--- src/rtl/koto_ofc_pkg.sv ---
// Shared types and framing constants for the OFC event readout path.
package koto_ofc_pkg;

    typedef enum logic [1:0] {
        ST_IDLE,
        ST_HEADER,
        ST_STREAM,
        ST_TRAILER
    } seq_state_t;

    localparam logic [3:0] HDR_MARK = 4'hA;
    localparam logic [3:0] TRL_MARK = 4'hC;

    function automatic logic [15:0] header_word(input logic [11:0] evt_no);
        return {HDR_MARK, evt_no};
    endfunction

    function automatic logic [15:0] trailer_word(input logic ovf, input logic [8:0] slot);
        return {TRL_MARK, 2'b00, ovf, slot};
    endfunction

endpackage

--- src/rtl/sample_skid_fifo.sv ---
// Two-entry sample buffer between the RAM read port and the output stream.
module sample_skid_fifo #(
    parameter int DATA_W = 16
) (
    input  logic              clk,
    input  logic              rst,
    input  logic              wr_en,
    input  logic [DATA_W-1:0] wr_data,
    input  logic              rd_en,
    output logic [DATA_W-1:0] rd_data,
    output logic [1:0]        count
);

    logic [DATA_W-1:0] r_mem [2];
    logic              r_wptr;
    logic              r_rptr;
    logic [1:0]        r_count;

    always_ff @(posedge clk) begin
        if (rst) begin
            r_wptr  <= 1'b0;
            r_rptr  <= 1'b0;
            r_count <= '0;
        end else begin
            if (wr_en) begin
                r_mem[r_wptr] <= wr_data;
                r_wptr        <= ~r_wptr;
            end
            if (rd_en) begin
                r_rptr <= ~r_rptr;
            end
            r_count <= r_count + {1'b0, wr_en} - {1'b0, rd_en};
        end
    end

    assign rd_data = r_mem[r_rptr];
    assign count   = r_count;

endmodule

--- src/rtl/event_readout_sequencer.sv ---
// Drains written event slots from the buffer RAM as header / NSAMPLE samples /
// trailer frames on a valid-ready stream, tracking pending events.
module event_readout_sequencer
    import koto_ofc_pkg::*;
#(
    parameter int NSAMPLE = 64,
    parameter int NSLOT   = 64,
    parameter int DATA_W  = 16,
    parameter int ADDR_W  = 12
) (
    input  logic              clk,
    input  logic              rst,
    input  logic              trig_accepted,
    input  logic [DATA_W-1:0] mem_rdata,
    output logic              mem_ren,
    output logic [ADDR_W-1:0] mem_raddr,
    output logic [DATA_W-1:0] tx_data,
    output logic              tx_valid,
    input  logic              tx_ready,
    output logic              tx_sof,
    output logic              tx_eof,
    output logic              read_complete,
    output logic [5:0]        n_pending,
    output logic              pend_overflow
);

    localparam int SLOT_W = $clog2(NSLOT);
    localparam int IDX_W  = $clog2(NSAMPLE + 1);

    seq_state_t        r_state;
    logic [5:0]        r_n_pending;
    logic              r_pend_overflow;
    logic [11:0]       r_evt_no;
    logic [SLOT_W-1:0] r_rd_slot;
    logic [IDX_W-1:0]  r_sample_idx;
    logic [IDX_W-1:0]  r_tx_cnt;
    logic              r_rd_pend;
    logic              r_read_complete;

    logic [DATA_W-1:0] w_fifo_data;
    logic [1:0]        w_fifo_count;
    logic [1:0]        w_occ;
    logic              w_start;
    logic              w_fifo_wr;
    logic              w_fifo_rd;
    logic              w_bypass;

    assign w_start = (r_state == ST_IDLE) && (r_n_pending != '0);
    assign w_occ   = w_fifo_count + {1'b0, r_rd_pend};

    // With the buffer empty, returning RAM data is presented directly so the
    // first sample leaves two cycles after the header; it is only captured if stalled.
    assign w_bypass  = (r_state == ST_STREAM) && (w_fifo_count == 2'd0) && r_rd_pend && tx_ready;
    assign w_fifo_wr = r_rd_pend && !w_bypass;
    assign w_fifo_rd = (r_state == ST_STREAM) && (w_fifo_count != 2'd0) && tx_ready;

    assign mem_ren   = (r_state == ST_STREAM) && (r_sample_idx != IDX_W'(NSAMPLE)) && (w_occ < 2'd2);
    assign mem_raddr = ADDR_W'(r_rd_slot) * ADDR_W'(NSAMPLE) + ADDR_W'(r_sample_idx);

    sample_skid_fifo #(
        .DATA_W(DATA_W)
    ) u_skid (
        .clk    (clk),
        .rst    (rst),
        .wr_en  (w_fifo_wr),
        .wr_data(mem_rdata),
        .rd_en  (w_fifo_rd),
        .rd_data(w_fifo_data),
        .count  (w_fifo_count)
    );

    always_comb begin
        tx_valid = 1'b0;
        tx_sof   = 1'b0;
        tx_eof   = 1'b0;
        tx_data  = '0;
        case (r_state)
            ST_HEADER: begin
                tx_valid = 1'b1;
                tx_sof   = 1'b1;
                tx_data  = DATA_W'(header_word(r_evt_no));
            end
            ST_STREAM: begin
                tx_valid = (w_fifo_count != 2'd0) || r_rd_pend;
                if (w_fifo_count != 2'd0) begin
                    tx_data = w_fifo_data;
                end else if (r_rd_pend) begin
                    tx_data = mem_rdata;
                end
            end
            ST_TRAILER: begin
                tx_valid = 1'b1;
                tx_eof   = 1'b1;
                tx_data  = DATA_W'(trailer_word(r_pend_overflow, 9'(r_rd_slot)));
            end
            default: ;
        endcase
    end

    always_ff @(posedge clk) begin
        if (rst) begin
            r_state         <= ST_IDLE;
            r_n_pending     <= '0;
            r_pend_overflow <= 1'b0;
            r_evt_no        <= '0;
            r_rd_slot       <= '0;
            r_sample_idx    <= '0;
            r_tx_cnt        <= '0;
            r_rd_pend       <= 1'b0;
            r_read_complete <= 1'b0;
        end else begin
            r_rd_pend       <= mem_ren;
            r_read_complete <= (r_state == ST_TRAILER) && tx_ready;

            if (trig_accepted && !w_start) begin
                if (r_n_pending == 6'd63) begin
                    r_pend_overflow <= 1'b1;
                end else begin
                    r_n_pending <= r_n_pending + 6'd1;
                end
            end else if (!trig_accepted && w_start) begin
                r_n_pending <= r_n_pending - 6'd1;
            end

            case (r_state)
                ST_IDLE: begin
                    if (w_start) begin
                        r_state <= ST_HEADER;
                    end
                end
                ST_HEADER: begin
                    if (tx_ready) begin
                        r_state      <= ST_STREAM;
                        r_evt_no     <= r_evt_no + 12'd1;
                        r_sample_idx <= '0;
                        r_tx_cnt     <= '0;
                    end
                end
                ST_STREAM: begin
                    if (mem_ren) begin
                        r_sample_idx <= r_sample_idx + 1'b1;
                    end
                    if (tx_valid && tx_ready) begin
                        r_tx_cnt <= r_tx_cnt + 1'b1;
                        if (r_tx_cnt == IDX_W'(NSAMPLE - 1)) begin
                            r_state <= ST_TRAILER;
                        end
                    end
                end
                ST_TRAILER: begin
                    if (tx_ready) begin
                        r_state   <= ST_IDLE;
                        r_rd_slot <= r_rd_slot + 1'b1;
                    end
                end
                default: r_state <= ST_IDLE;
            endcase
        end
    end

    assign read_complete = r_read_complete;
    assign n_pending     = r_n_pending;
    assign pend_overflow = r_pend_overflow;

endmodule

--- config.mk ---
export PLATFORM = sky130hd
export DESIGN_NAME = event_readout_sequencer
export DESIGN_NICKNAME = d
export VERILOG_FILES = /design/src/rtl/koto_ofc_pkg.sv /design/src/rtl/sample_skid_fifo.sv /design/src/rtl/event_readout_sequencer.sv
export SDC_FILE = /design/constraint.sdc
export NUM_CORES = 1
export LEC_CHECK = 0
export BUFFER_PORTS_ARGS = -buffer_cell sky130_fd_sc_hd__buf_2
export CAP_MARGIN = 20
export CORE_UTILIZATION = 25
export DETAILED_ROUTE_END_ITERATION = 16
export SYNTH_ARGS = -nofsm -noshare
export SYNTH_HDL_FRONTEND = slang
export SYNTH_SLANG_ARGS = --single-unit
--- constraint.sdc ---
create_clock -name clk -period 2.8 [get_ports clk]
set_input_delay 0.14 -clock clk [delete_from_list [all_inputs] [get_ports clk]]
set_output_delay 0.14 -clock clk [all_outputs]
set_load 0.1 [all_outputs]
Yosys cells after proc, flatten, opt, wreduce, memory -nomap -nowiden
Memory sizes are Yosys's and may differ from the RTL's. A register that Yosys moved wholly into a read port is not among the register bits.
Index checks and enable logic that the tools add are counted.
{"block": "classes", "add_sub_neg": 10, "n_mul": 0, "div_mod_pow": 0, "n_lt_le_gt_ge": 1, "eq_ne": 13, "n_shift": 0, "n_mux": 25, "n_bitwise": 2, "n_reduce_logical": 31}
{"operator": "16-bit one-hot mux with 3 select lines", "count": 1}
{"operator": "16-bit 2-to-1 mux", "count": 2}
{"operator": "7-bit one-hot mux with 2 select lines", "count": 2}
{"operator": "7-bit 2-to-1 mux", "count": 3}
{"operator": "6-bit 2-to-1 mux", "count": 3}
{"operator": "7-bit by 1-bit adder with 7-bit output (second input constant)", "count": 2}
{"operator": "1-bit logical AND", "count": 13}
{"operator": "12-bit by 1-bit adder with 12-bit output (second input constant)", "count": 1}
{"operator": "12-bit by 7-bit adder with 12-bit output", "count": 1}
{"operator": "6-bit by 1-bit adder with 6-bit output (second input constant)", "count": 2}
{"operator": "2-bit 2-to-1 mux", "count": 5}
{"operator": "2-bit != test (second input constant)", "count": 5}
{"operator": "2-bit one-hot mux with 4 select lines", "count": 1}
{"operator": "2-bit AND reduction", "count": 4}
{"operator": "7-bit by 6-bit equality test with 1-bit output (second input constant)", "count": 1}
{"operator": "1-bit 2-to-1 mux", "count": 7}
{"operator": "7-bit != test (second input constant)", "count": 1}
{"operator": "6-bit equality test (second input constant)", "count": 1}
{"operator": "3-bit AND reduction", "count": 2}
{"operator": "2-bit nonzero test", "count": 3}
{"operator": "6-bit nonzero test", "count": 1}
{"operator": "6-bit by 1-bit subtractor with 6-bit output (second input constant)", "count": 1}
{"operator": "5-bit AND reduction", "count": 1}
{"operator": "2-bit by 1-bit adder with 2-bit output", "count": 2}
{"operator": "11 further kinds", "count": 17}
{"block": "totals", "reg_bits": 47, "latchBits": 0, "mem_bits_rw": 32, "rom_bits": 0, "input_bits": 20, "out_inout_bits": 40, "word_cells": 95, "memories": 1}
{"memory": "u_skid.r_mem", "depth": 2, "word_bits": 16, "read_ports": 1, "rd_ports_with_merged_regs": 1, "write_ports": 1, "line_no": "sample_skid_fifo.sv:14", "source": "logic [DATA_W-1:0] r_mem [2];"}

Depth between registers and ports, before layout
Gate-level depths: netlist of the first run.
{"block": "depth", "ltp_word": 9, "ltp_mapped": 11, "depth_no_buf": 10}

Modules after synthesis
Synthesis of the first run repeated with hierarchy kept, for this count alone.
{"block": "hier_totals", "cells_unflattened": 395, "hier_area_um2": 4093.9}
{"module": "event_readout_sequencer", "n_inst": 1, "cells_per_inst": 326, "area_per_inst_um2": 2673.8, "seq_area_each_um2": 860.8}
{"module": "sample_skid_fifo", "n_inst": 1, "cells_per_inst": 69, "area_per_inst_um2": 1420.1, "seq_area_each_um2": 1061.0}

Worst setup path after synthesis of the first run
OpenSTA, ideal clock, no wires.
{"block": "synth_path", "path_type": "reg2reg", "startpoint": "register r_state[1]", "endpoint": "register r_state[1]", "arrival_ps": 3743, "slack_ps": -1070, "path_stages_with_launch": 7, "synth_period_minus_slack_ps": 3870, "path_cell_list": "dfxtp_1 -> ha_1 -> inv_1 -> a31oi_1 -> o211ai_1 -> mux2i_1 -> nor2_1"}
{"block": "synth_via", "elab_chain_len": 6, "word_cells_on_any_way": 15}
{"element": "start, declared", "line_no": "event_readout_sequencer.sv:30", "source": "seq_state_t r_state;"}
{"element": "start signal, assigned", "line_no": "event_readout_sequencer.sv:102", "source": "r_state <= ST_IDLE;"}
{"element": "start signal, assigned", "line_no": "event_readout_sequencer.sv:128", "source": "r_state <= ST_HEADER;"}
{"element": "start signal, assigned", "line_no": "event_readout_sequencer.sv:133", "source": "r_state <= ST_STREAM;"}
{"element": "2-bit equality test / 2-bit by 1-bit equality test with 1-bit output (equally long branches)", "line_no": "event_readout_sequencer.sv:77", "source": "case (r_state)"}
{"element": "2-bit OR reduction (no line)"}
{"element": "1-bit one-hot mux with 2 select lines *", "line_no": "event_readout_sequencer.sv:77"}
{"element": "via tx_valid", "line_no": "event_readout_sequencer.sv:18", "source": "output logic tx_valid,"}
{"element": "1-bit logical AND *", "line_no": "event_readout_sequencer.sv:143", "source": "if (tx_valid && tx_ready) begin"}
{"element": "2-bit by 1-bit != test with 1-bit output (no line) *"}
{"element": "5-bit AND reduction (no line) *"}
The timed path passes the listed nets; every way through them passes the cells marked *.
A chain may end at the register's enable or synchronous reset.

Worst setup path after layout of the first run
{"block": "layout_path", "startpoint": "register r_state[0]", "endpoint": "output port tx_data[6]"}
{"block": "layout_via", "elab_chain_len": 2, "word_cells_on_any_way": 4}
{"element": "2-bit equality test / 2-bit by 1-bit equality test with 1-bit output (equally long branches)", "line_no": "event_readout_sequencer.sv:77"}
{"element": "16-bit one-hot mux with 3 select lines *", "line_no": "event_readout_sequencer.sv:77"}
{"element": "end, declared", "line_no": "event_readout_sequencer.sv:17", "source": "output logic [DATA_W-1:0] tx_data,"}
Mark *: on every way between the ends. The rest lies on a longest branch, timed or not.

==> insert_results.sql, run 1 <==
INSERT INTO impl_metrics (metric_group, metric, value, unit) VALUES
('outcome', 'run_status', 'finished, final reports clean', ''),
('cts', 'cts_buffer_depth', '2', ''),
('cts', 'post_cts_setup_buffer_count', '0', ''),
('synthesis', 'dominant_combinational_cell_family_by_area_after_synthesis', 'simple AND/OR/NAND/NOR gates', ''),
('worst_setup_path', 'worst-endpoint-required', '2.66', 'ns'),
('synthesis', 'post_synth_edffs', '32', ''),
('route', 'drt-total-wl', '9760', 'um'),
('global_routing', 'gr-usage-all-layers', '0.125', ''),
('layout', 'layout_common_cells', 'nor2_1 (53), buf_2 (43), dfxtp_1 (42)', ''),
('synthesis', 'postSynthNetCount', '424', ''),
('global_routing', 'grt_start_max_net_pins', '42', ''),
('global_routing', 'vias_in_the_first_global_route', '3110', ''),
('worst_setup_path', 'cell_at_the_slowest_stage_of_the_critical_path', 'a222oi_1', ''),
('route', 'routedLengthMet1', '4450', 'um'),
('worst_setup_path', 'cp.buffers_inverters', '4', ''),
('route', 'wl_met2', '4790', 'um'),
('synthesis', 'synthesized_area_fraction_occupied_by_xor_and_xnor_cells', '0.0846', ''),
('power', 'p_sw_frac', '0.432', ''),
('synthesis', 'synth_compound_area_frac', '0.121', ''),
('global_routing', 'grt_overflow', '0', ''),
('floorplan', 'rows', '46', ''),
('layout', 'antenna_cells_inserted', '0', ''),
('run', 'maximum_capacitance_violations', '0', ''),
('synthesis', 'ys_ff_latch', '80', ''),
('worst_setup_path', 'worstPathArrival', '2.46', 'ns'),
('power', 'powerDensity', '891', 'mW/mm2'),
('layout', 'layout_commonest_cell', 'nor2_1', ''),
('layout', 'multi_input_gate_area_in_the_final_layout', '0.00207', 'mm2'),
('synthesis', 'ys_async_sr_fraction', '0', ''),
('hold_path', 'worstHoldPathType', 'primary input to flop', ''),
('synthesis', 'synth_simple_gate_area_frac', '0.150', ''),
('worst_setup_path', 'crit_top_cell', 'buf_4', ''),
('route', 'drt-pass1-iter-count', '5', ''),
('sta', 'timing_worst_slew_pin_value', '0.806', 'ns'),
('sta', 'hold_ws', '0.0164', 'ns'),
('sta', 'period_minus_slack', '2.60', 'ns'),
('power', 'power.sequential.fraction', '0.296', ''),
('route', 'met3RoutedLength', '400', 'um'),
('worst_setup_path', 'worst_setup_path_end_kind', 'output port', ''),
('floorplan', 'start_util', '0.255', ''),
('worst_setup_path', 'worstPathCellList', 'inv_1 > ha_1 > buf_4 > and3_1 > buf_4 > a222oi_1 > nor2_4 > buf_12', ''),
('sta', 'final_number_of_hold_violating_endpoints', '0', ''),
('cts', 'ctsHtreeMaxLevel', '3', ''),
('synthesis', 'synthCells', '386', ''),
('cts', 'cts_root_buf', 'clkbuf_16', ''),
('synthesis', 'ys.flop_type', 'dfxtp_1', ''),
('floorplan', 'fp.coreArea', '0.0158', 'mm2'),
('sta', 'timing.final.crit_share', '0.929', ''),
('power', 'leakage', '1.98', 'nW'),
('synthesis', 'synthesis.yosys.warnings', '0', ''),
('floorplan', 'die_footprint', '0.0167', 'mm2'),
('cts', 'cts_made_buffers', '9', ''),
('route', 'remaining_drc_errors', '0', ''),
('layout', 'layout-drive-gt1-share', '0.304', ''),
('power', 'comb_power_share', '0.454', ''),
('synthesis', 'synth_unique_cells', '52', ''),
('layout', 'area_growth', '32.4', '%'),
('worst_setup_path', 'cp_slowest_stage_delay', '0.47', 'ns'),
('place', 'io_buffer_count', '59', ''),
('sta', 'final.setup_skew', '0.00759', 'ns'),
('floorplan', 'die_w', '129', 'um'),
('global_routing', 'grt_first_pass_wirelength', '15800', 'um'),
('power', 'p_int', '2.70', 'mW'),
('synthesis', 'synthAdderAreaFrac', '0.0576', ''),
('layout', 'number_of_filler_instances_in_the_final_layout', '1598', ''),
('floorplan', 'die_height', '129', 'um'),
('route', 'routedWlPerCell', '14.5', 'um'),
('synthesis', 'syn_area_per_cell', '10.5', 'um2'),
('cts', 'number_of_clock_sinks', '80', ''),
('floorplan', 'io-pin-count', '60', ''),
('worst_setup_path', 'path_delay_family', 'buffers and inverters', '');
metrics by stage:
stage	total power [mW]	std cells	setup TNS, ns	cell area, um2	util
finish	4.76	673	0	5350	0.338
CTS	4.78	670	0	5310	0.335
global placement	3.52	645	0	4920	0.311
global route	5.00	673	0	5350	0.338
detailed placement	3.57	645	0	4920	0.311
floorplan	3.08	386	-1.02	4150	-
final cells by class:
cell class	instances	area share
Multi-Input combinational cell	269	0.387
Tap cell	216	0.0506
Inverter	10	0.00702
Timing Repair Buffer	82	0.138
Clock inverter	4	0.0101
Clock buffer	12	0.0461
Sequential cell	80	0.361
cells in the mapped netlist (3+ instances only):
| cell type | n | area [um2] |
|---|---|---|
| edfxtp_1 | 32 | 961 |
| buf_4 | 6 | 45.0 |
| nor2b_1 | 3 | 18.8 |
| a21oi_1 | 14 | 70.1 |
| xor2_1 | 20 | 175 |
| ha_1 | 17 | 213 |
| mux2_2 | 17 | 191 |
| a211oi_1 | 8 | 60.1 |
| mux2i_1 | 6 | 60.1 |
| a21o_1 | 3 | 22.5 |
| nor3_1 | 4 | 20.0 |
| dfxtp_1 | 48 | 961 |
| clkbuf_1 | 10 | 37.5 |
| buf_2 | 6 | 30.0 |
| and4_1 | 3 | 26.3 |
| nor2_1 | 59 | 221 |
| and3_1 | 7 | 43.8 |
| inv_1 | 9 | 33.8 |
| nand2_1 | 22 | 82.6 |
| buf_1 | 3 | 11.3 |
| a222oi_1 | 12 | 120 |
| xnor2_1 | 19 | 166 |
| a21oi_2 | 3 | 26.3 |
| a31oi_1 | 4 | 25.0 |
| nand3_1 | 12 | 60.1 |
| nand4_1 | 8 | 50.1 |
timing repair:
item	4_1_cts	5_1_grt
setup endpoints to repair	0	1
gates resized for setup	0	1
hold buffers	9	3
endpoints found under the hold margin	15	6
layer usage:
layer	vias up	GRT usage
li1	1523	-
met1	1504	0.154
met2	85	0.213
met3	11	0.0326
met4	0	0.0408
met5	-	0
registers in the layout, summed over array words and instances, names as in the netlist, 2 cells and up, named ones only:
name,flops
u_skid.r_mem,32
r_evt_no,12
r_sample_idx,7
r_tx_cnt,7
n_pending,6
r_rd_slot,6
r_state,2
u_skid.count,2
power groups by stage:
| stage | sequential, mW | combinational (mW) | clock (mW) |
|---|---|---|---|
| 3_3_place_gp | 1.42 | 2.10 | 0 |
| 5_1_grt | 1.42 | 2.31 | 1.26 |
| 4_1_cts | 1.40 | 2.16 | 1.21 |
| 2_1_floorplan | 1.70 | 1.38 | 0 |
| 6_report | 1.41 | 2.16 | 1.19 |
| 3_5_place_dp | 1.43 | 2.14 | 0 |
worst reg2reg max path, cell delays in order, from the launching register on:
cell and delay, ns:
dfxtp_1 0.39, inv_1 0.10, ha_1 0.22, a21bo_2 0.20, nand2_1 0.14, ha_1 0.33
a211oi_1 0.26, o21bai_1 0.12, a21oi_1 0.18, mux2i_1 0.21, mux2_2 0.34
path summary, 6_finish.rpt:
check	startpoint	end	slack (ns)	cells after the start
worst max register to register	r_state[0]$_SDFFE_PP0P_	n_pending[5]$_SDFFE_PP0P_	0.21	10
worst max-delay path	r_state[0]$_SDFFE_PP0P_	tx_data[6]	0.20	8
worst min register to register	r_tx_cnt[4]$_SDFFE_PP0P_	r_tx_cnt[4]$_SDFFE_PP0P_	0.51	2
worst min-delay path	mem_rdata[1]	u_skid.r_mem[1][1]$_DFFE_PP_	0.02	1
logic make-up (layout without fill, tap and decap cells):
logic type,after synthesis,after routing
xor+xnor,39,39
simple gates,128,128
buf+inv,37,108
fa+ha+maj,18,18
mux,24,24
flops,80,80
compound gates,60,60
Note: power is estimated with default switching activity, not from simulation.
==> inputs of run 2 (changes only) <==
--- a/config.mk
+++ b/config.mk
@@ -7,7 +7,7 @@
 export LEC_CHECK = 0
 export BUFFER_PORTS_ARGS = -buffer_cell sky130_fd_sc_hd__buf_2
 export CAP_MARGIN = 20
-export CORE_UTILIZATION = 25
+export CORE_UTILIZATION = 40
 export DETAILED_ROUTE_END_ITERATION = 16
 export SYNTH_ARGS = -nofsm -noshare
 export SYNTH_HDL_FRONTEND = slang
==> insert_results.sql, run 2 (synthesized netlist as in run 1, its figures left out) <==
INSERT INTO impl_metrics (metric_group, metric, value, unit) VALUES
('worst_setup_path', 'worst-endpoint-required', '3.05', 'ns'),
('route', 'route.antenna.remaining_nets', '0', ''),
('floorplan', 'fp.coreArea', '0.00977', 'mm2'),
('layout', 'multi_input_gate_area_in_the_final_layout', '0.00207', 'mm2'),
('power', 'max-vdd-ir-drop', '1050', 'uV'),
('power', 'powerDensity', '856', 'mW/mm2'),
('floorplan', 'die_height', '102', 'um'),
('worst_setup_path', 'worst-setup-path-type', 'flop to flop', ''),
('worst_setup_path', 'worst_setup_path_end_kind', 'flop', ''),
('floorplan', 'io-pin-count', '60', ''),
('sta', 'setup_slack', '0.173', 'ns'),
('outcome', 'run_status', 'finished, final reports clean', ''),
('floorplan', 'rows', '36', ''),
('layout', 'layout_commonest_cell', 'nor2_1', ''),
('run', 'maximum_capacitance_violations', '0', ''),
('cts', 'tritoncts', 'built', ''),
('route', 'routedWlPerCell', '15.5', 'um'),
('global_routing', 'grt_overflow', '0', ''),
('global_routing', 'gr-usage-all-layers', '0.188', ''),
('route', 'dr_total_vias', '3077', ''),
('sta', 'final.setup_skew', '0.00906', 'ns'),
('place', 'detailed_place.area', '0.00483', 'mm2'),
('global_routing', 'vias_in_the_first_global_route', '2959', ''),
('place', 'dp.final_hpwl', '6320', 'um'),
('layout', 'regArea', '0.00193', 'mm2'),
('global_routing', 'grt_start_max_net_pins', '30', ''),
('route', 'drt_first_iter_violations', '159', ''),
('place', 'finalWeightedCongestion', '0.831', ''),
('sta', 'final_number_of_hold_violating_endpoints', '0', ''),
('layout', 'reg_top3', 'u_skid.r_mem: 32 flops, r_evt_no: 12 flops', ''),
('worst_setup_path', 'cp_slowest_stage_delay', '0.37', 'ns'),
('hold_path', 'worstHoldPathType', 'primary input to flop', ''),
('worst_setup_path', 'crit_fanout', '7', ''),
('sta', 'finalMaxSlewViolations', '0', ''),
('route', 'remaining_drc_errors', '0', ''),
('cts', 'cts.reportedPaths.clkPinSlew', '0.09', 'ns'),
('floorplan', 'start_util', '0.413', ''),
('cts', 'worstSkewPairLatency', '0.36', 'ns'),
('global_routing', 'grt_antenna_before_repair', '0', ''),
('route', 'drt-pass1-iter-count', '5', ''),
('cts', 'number_of_clock_sinks', '80', ''),
('sta', 'timing.max_slew.rel_slack', '0.574', ''),
('route', 'vias_per_cell', '5.17', ''),
('worst_setup_path', 'cell_at_the_slowest_stage_of_the_critical_path', 'dfxtp_2', ''),
('layout', 'layout_common_cells', 'nor2_1 (53), buf_2 (43), dfxtp_1 (42)', ''),
('layout', 'area_growth', '28.5', '%'),
('worst_setup_path', 'worstPathArrival', '2.88', 'ns'),
('sta', 'clock.fmax', '381', 'MHz'),
('floorplan', 'die_w', '102', 'um'),
('floorplan', 'die_footprint', '0.0105', 'mm2'),
('layout', 'regMostFlops', 'u_skid.r_mem', ''),
('cts', 'ctsHtreeMaxLevel', '3', ''),
('route', 'route.top_layer_used', 'met4', ''),
('global_routing', 'grt_first_pass_wirelength', '14900', 'um'),
('place', 'dpl_worst_slack', '0.140', 'ns'),
('power', 'leakage', '1.96', 'nW'),
('layout', 'num-nets-final', '495', ''),
('worst_setup_path', 'critical_path.reg2reg.startpoint', 'n_pending[0]$_SDFFE_PP0P_', ''),
('worst_setup_path', 'worstPathCellList', 'nor4_2 > a21bo_2 > nand2_1 > ha_1 > a211oi_1 > o21bai_1 > a21oi_1 > mux2i_1 > mux2_2', ''),
('cts', 'cts_buffer_depth', '2', ''),
('place', 'io_buffer_count', '59', ''),
('layout', 'largest_register_ffs', '32', ''),
('worst_setup_path', 'setup.worst_path.start', 'n_pending[0]$_SDFFE_PP0P_', ''),
('layout', 'number_of_filler_instances_in_the_final_layout', '909', ''),
('route', 'met3RoutedLength', '516', 'um'),
('cts', 'cts_made_buffers', '9', ''),
('sta', 'report.final.setup_viol', '0', ''),
('layout', 'layout-drive-gt1-share', '0.310', ''),
('worst_setup_path', 'start_kind', 'flop', ''),
('sta', 'period_minus_slack', '2.63', 'ns'),
('hold_path', 'hp-start', 'mem_rdata[3]', ''),
('layout', 'antenna_cells_inserted', '0', ''),
('route', 'wl_met2', '4380', 'um'),
('route', 'drt-total-wl', '9190', 'um'),
('sta', 'timing.final.crit_share', '0.938', ''),
('sta', 'timing_worst_slew_pin_value', '0.639', 'ns'),
('cts', 'cts_root_buf', 'clkbuf_8', ''),
('layout', 'post-route-cell-area', '0.00519', 'mm2'),
('cts', 'post_cts_setup_buffer_count', '0', ''),
('route', 'routedLengthMet1', '4190', 'um');
run 2: cell count changes in the layout (fill, tap and decap cells not counted), sizes merged:
| cell | delta |
|---|---|
| dlygate4sd3 | +3 |
| buf | +2 |
| clkinv | +1 |
| clkbuf | -3 |
| inv | +3 |
| clkinvlp | -1 |
run 2: layer usage:
metal,up-vias,track usage
met2,81,0.309
met3,9,0.0417
met5,-,0
met4,0,0.0582
li1,1527,-
met1,1460,0.246
run 2: layout make-up:
cell class	count	area share
sequential	80	0.372
clock buffer	9	0.0239
clock inverter	7	0.0150
multi-input combinational	269	0.399
timing repair buffer	87	0.151
tap	133	0.0321
inverter	10	0.00724
run 2: path summary, 6_finish.rpt:
path / endpoint / slack, ns / cells past startpoint
worst min register to register: r_tx_cnt[1]$_SDFFE_PP0P_ / 0.52 / 2
worst max register to register: n_pending[5]$_SDFFE_PP0P_ / 0.17 / 9
worst max-delay path: n_pending[5]$_SDFFE_PP0P_ / 0.17 / 9
worst min-delay path: u_skid.r_mem[1][3]$_DFFE_PP_ / 0.02 / 1
run 2: stage by stage:
stage	power, mW	utilization	std cells	TNS [ns]	hold slack, ns
2_1_floorplan	3.08	-	386	-1.02	0.239
3_3_place_gp	3.54	0.494	564	0	0.345
3_5_place_dp	3.58	0.494	564	0	0.348
4_1_cts	4.47	0.530	595	0	0.0104
5_1_grt	4.68	0.531	595	-0.0328	0.00918
6_report	4.44	0.531	595	0	0.0172
run 2: power by group:
part / total [mW] / internal [mW] / switching [mW] / leakage (nW)
Combinational: 2.16 / 0.692 / 1.47 / 1.19
Sequential: 1.41 / 1.30 / 0.101 / 0.679
Clock: 0.875 / 0.421 / 0.454 / 0.101
run 2: critical path: cells and delay by family (launching register included):
| family | cells | cell delay (ns) |
|---|---|---|
| AOI/OAI and AO/OA | 4 | 0.75 |
| adders and majority gates | 1 | 0.34 |
| DFF | 1 | 0.37 |
| muxes | 2 | 0.55 |
| and+or+nand+nor | 2 | 0.50 |
run 2: repair_timing:
item	CTS	global route
endpoints found under the setup margin	0	1
hold buffers	15	0
gates resized for setup	0	1
hold endpoints to repair	30	0
==> inputs of run 3 (changes only) <==
--- a/config.mk
+++ b/config.mk
@@ -9,6 +9,7 @@
 export CAP_MARGIN = 20
 export CORE_UTILIZATION = 40
 export DETAILED_ROUTE_END_ITERATION = 16
+export PLACE_DENSITY = 0.69
 export SYNTH_ARGS = -nofsm -noshare
 export SYNTH_HDL_FRONTEND = slang
 export SYNTH_SLANG_ARGS = --single-unit
==> insert_results.sql, run 3 (synthesized netlist as in run 1, its figures left out) <==
INSERT INTO impl_metrics (metric_group, metric, value, unit) VALUES
('outcome', 'run_status', 'finished, final reports clean', ''),
('layout', 'number_of_filler_instances_in_the_final_layout', '900', ''),
('sta', 'final.setup_skew', '0.00874', 'ns'),
('sta', 'total_negative_setup_slack', '0', 'ns'),
('cts', 'ctsHtreeMaxLevel', '3', ''),
('cts', 'post_cts_setup_buffer_count', '0', ''),
('power', 'powerDensity', '855', 'mW/mm2'),
('cts', 'number_of_clock_sinks', '80', ''),
('power', 'leakage', '1.88', 'nW'),
('cts', 'cts_buffer_depth', '2', ''),
('global_routing', 'grt_overflow', '0', ''),
('place', 'detailed_place.area', '0.00481', 'mm2'),
('route', 'drt-pass1-iter-count', '6', ''),
('layout', 'largest_register_ffs', '32', ''),
('floorplan', 'die_height', '102', 'um'),
('route', 'dr_total_vias', '3083', ''),
('sta', 'clock.fmax', '386', 'MHz'),
('route', 'drt_first_iter_violations', '145', ''),
('route', 'remaining_drc_errors', '0', ''),
('cts', 'cts_made_buffers', '9', ''),
('floorplan', 'io-pin-count', '60', ''),
('route', 'drt-total-wl', '8980', 'um'),
('worst_setup_path', 'cell_at_the_slowest_stage_of_the_critical_path', 'a222oi_1', ''),
('global_routing', 'grt_first_pass_wirelength', '15000', 'um'),
('worst_setup_path', 'worstPathCellList', 'inv_1 > ha_1 > buf_4 > and3_2 > buf_4 > a222oi_1 > nor2_4 > buf_12', ''),
('layout', 'reg_top3', 'u_skid.r_mem: 32 flops, r_evt_no: 12 flops', ''),
('worst_setup_path', 'crit_fanout', '15', ''),
('hold_path', 'worstHoldPathType', 'primary input to flop', ''),
('global_routing', 'grt_start_max_net_pins', '42', ''),
('cts', 'tritoncts', 'built', ''),
('worst_setup_path', 'crit_top_cell', 'buf_4', ''),
('place', 'dp.final_hpwl', '6350', 'um'),
('cts', 'cts_root_buf', 'clkbuf_8', ''),
('run', 'maximum_capacitance_violations', '0', ''),
('place', 'finalWeightedCongestion', '0.811', ''),
('worst_setup_path', 'worstPathArrival', '2.45', 'ns'),
('route', 'vias_per_cell', '5.30', ''),
('layout', 'num-nets-final', '482', ''),
('floorplan', 'start_util', '0.413', ''),
('sta', 'report.final.setup_viol', '0', ''),
('worst_setup_path', 'worst-setup-path-type', 'flop to output port', ''),
('worst_setup_path', 'worst-endpoint-required', '2.66', 'ns'),
('floorplan', 'rows', '36', ''),
('worst_setup_path', 'timing.reg2reg.setup_slack', '0.25', 'ns'),
('layout', 'layout_commonest_cell', 'nor2_1', ''),
('sta', 'timing.max_slew.rel_slack', '0.472', ''),
('floorplan', 'fp.coreArea', '0.00977', 'mm2'),
('layout', 'final_core_util', '0.516', ''),
('worst_setup_path', 'cp.buffers_inverters', '4', ''),
('layout', 'regMostFlops', 'u_skid.r_mem', ''),
('floorplan', 'die_footprint', '0.0105', 'mm2'),
('cts', 'worstSkewPairLatency', '0.35', 'ns'),
('sta', 'timing_worst_slew_pin_value', '0.792', 'ns'),
('worst_setup_path', 'path_delay_family', 'buffers and inverters', ''),
('sta', 'rsz_0062_raised_after_global_routing', 'false', ''),
('place', 'io_buffer_count', '59', ''),
('cts', 'cts.reportedPaths.clkPinSlew', '0.08', 'ns'),
('power', 'max-vdd-ir-drop', '723', 'uV'),
('worst_setup_path', 'worst_setup_path_end_kind', 'output port', ''),
('layout', 'area_growth', '24.8', '%'),
('global_routing', 'vias_in_the_first_global_route', '3069', ''),
('layout', 'layout_common_cells', 'nor2_1 (53), buf_2 (43), dfxtp_1 (42)', ''),
('sta', 'timing.final.crit_share', '0.924', ''),
('layout', 'antenna_cells_inserted', '0', ''),
('route', 'routedWlPerCell', '15.4', 'um'),
('global_routing', 'gr-usage-all-layers', '0.185', ''),
('sta', 'period_minus_slack', '2.59', 'ns'),
('layout', 'layout-drive-gt1-share', '0.312', ''),
('layout', 'post-route-cell-area', '0.00504', 'mm2'),
('worst_setup_path', 'start_kind', 'flop', ''),
('sta', 'final_number_of_hold_violating_endpoints', '0', ''),
('sta', 'finalMaxSlewViolations', '0', ''),
('route', 'route.antenna.remaining_nets', '0', ''),
('worst_setup_path', 'cp_slowest_stage_delay', '0.47', 'ns'),
('global_routing', 'grt_antenna_before_repair', '0', ''),
('floorplan', 'die_w', '102', 'um');
==> run 3: cell types whose count changed in the layout (fill, tap and decap cells not counted), moves of 2 or more <==
cell           change
buf_4              -3
clkinvlp_4         +2
dlygate4sd3_1     -10
inv_6              -3
==> run 3: layer usage <==
metal / part of all wire / wire [um] / GRT usage / vias up
li1: - / - / - / 1505
met1: 0.44 / 3930 / 0.241 / 1487
met2: 0.50 / 4460 / 0.321 / 79
met3: 0.052 / 468 / 0.0239 / 12
met4: 0.013 / 119 / 0.0538 / 0
met5: 0 / 0 / 0 / -
==> run 3: worst paths after layout <==
kind | start | end | cells past startpoint
hold / removal | mem_rdata[11] | u_skid.r_mem[0][11]$_DFFE_PP_ | 1
setup reg to reg | r_state[0]$_SDFFE_PP0P_ | n_pending[5]$_SDFFE_PP0P_ | 10
setup / recovery | r_state[0]$_SDFFE_PP0P_ | tx_data[8] | 8
hold reg to reg | r_tx_cnt[4]$_SDFFE_PP0P_ | r_tx_cnt[4]$_SDFFE_PP0P_ | 2
==> run 3: worst reg2reg max path: cells and delay by family (launching register included) <==
| family | cells | cell delay (ns) |
|---|---|---|
| and+or+nand+nor | 1 | 0.10 |
| muxes | 2 | 0.55 |
| AOI/OAI and AO/OA | 4 | 0.78 |
| adders and majority gates | 2 | 0.52 |
| buffers and inverters | 1 | 0.09 |
| DFF | 1 | 0.38 |
==> run 3: area by class of cell <==
cell class,count,area [um2],area share
multi-input cells,269,2080,0.413
flip-flops and latches,80,1930,0.383
repair buffers,74,661,0.131
well taps,133,166,0.0330
clock buffers,10,128,0.0253
inverters,10,37.5,0.00745
clock inverters,6,36.3,0.00720
==> run 3: report_power, final <==
part | internal [mW] | leakage [nW] | total, mW | switching, mW
logic | 0.692 | 1.13 | 2.16 | 1.47
registers | 1.31 | 0.679 | 1.42 | 0.115
clock network | 0.316 | 0.0757 | 0.728 | 0.413
total | 2.31 | 1.88 | 4.31 | 2.00
==> run 3: what timing repair did <==
item / 4_1_cts / 5_1_grt
setup endpoints to repair: 0 / 4
hold buffers: 5 / 0
endpoints found under the hold margin: 9 / 0
resized for setup: 0 / 4
==> run 3: stage by stage <==
| step | instances | hold slack [ns] | total power [mW] | worst slack [ns] |
|---|---|---|---|---|
| after global placement | 561 | 0.345 | 3.50 | 0.230 |
| final | 582 | 0.00108 | 4.31 | 0.212 |
| after floorplan | 386 | 0.239 | 3.08 | -0.364 |
| after detailed placement | 561 | 0.351 | 3.58 | 0.0923 |
| after CTS | 582 | 0.00151 | 4.30 | 0.0761 |
| after global routing | 582 | 0.00270 | 4.53 | 0.0776 |
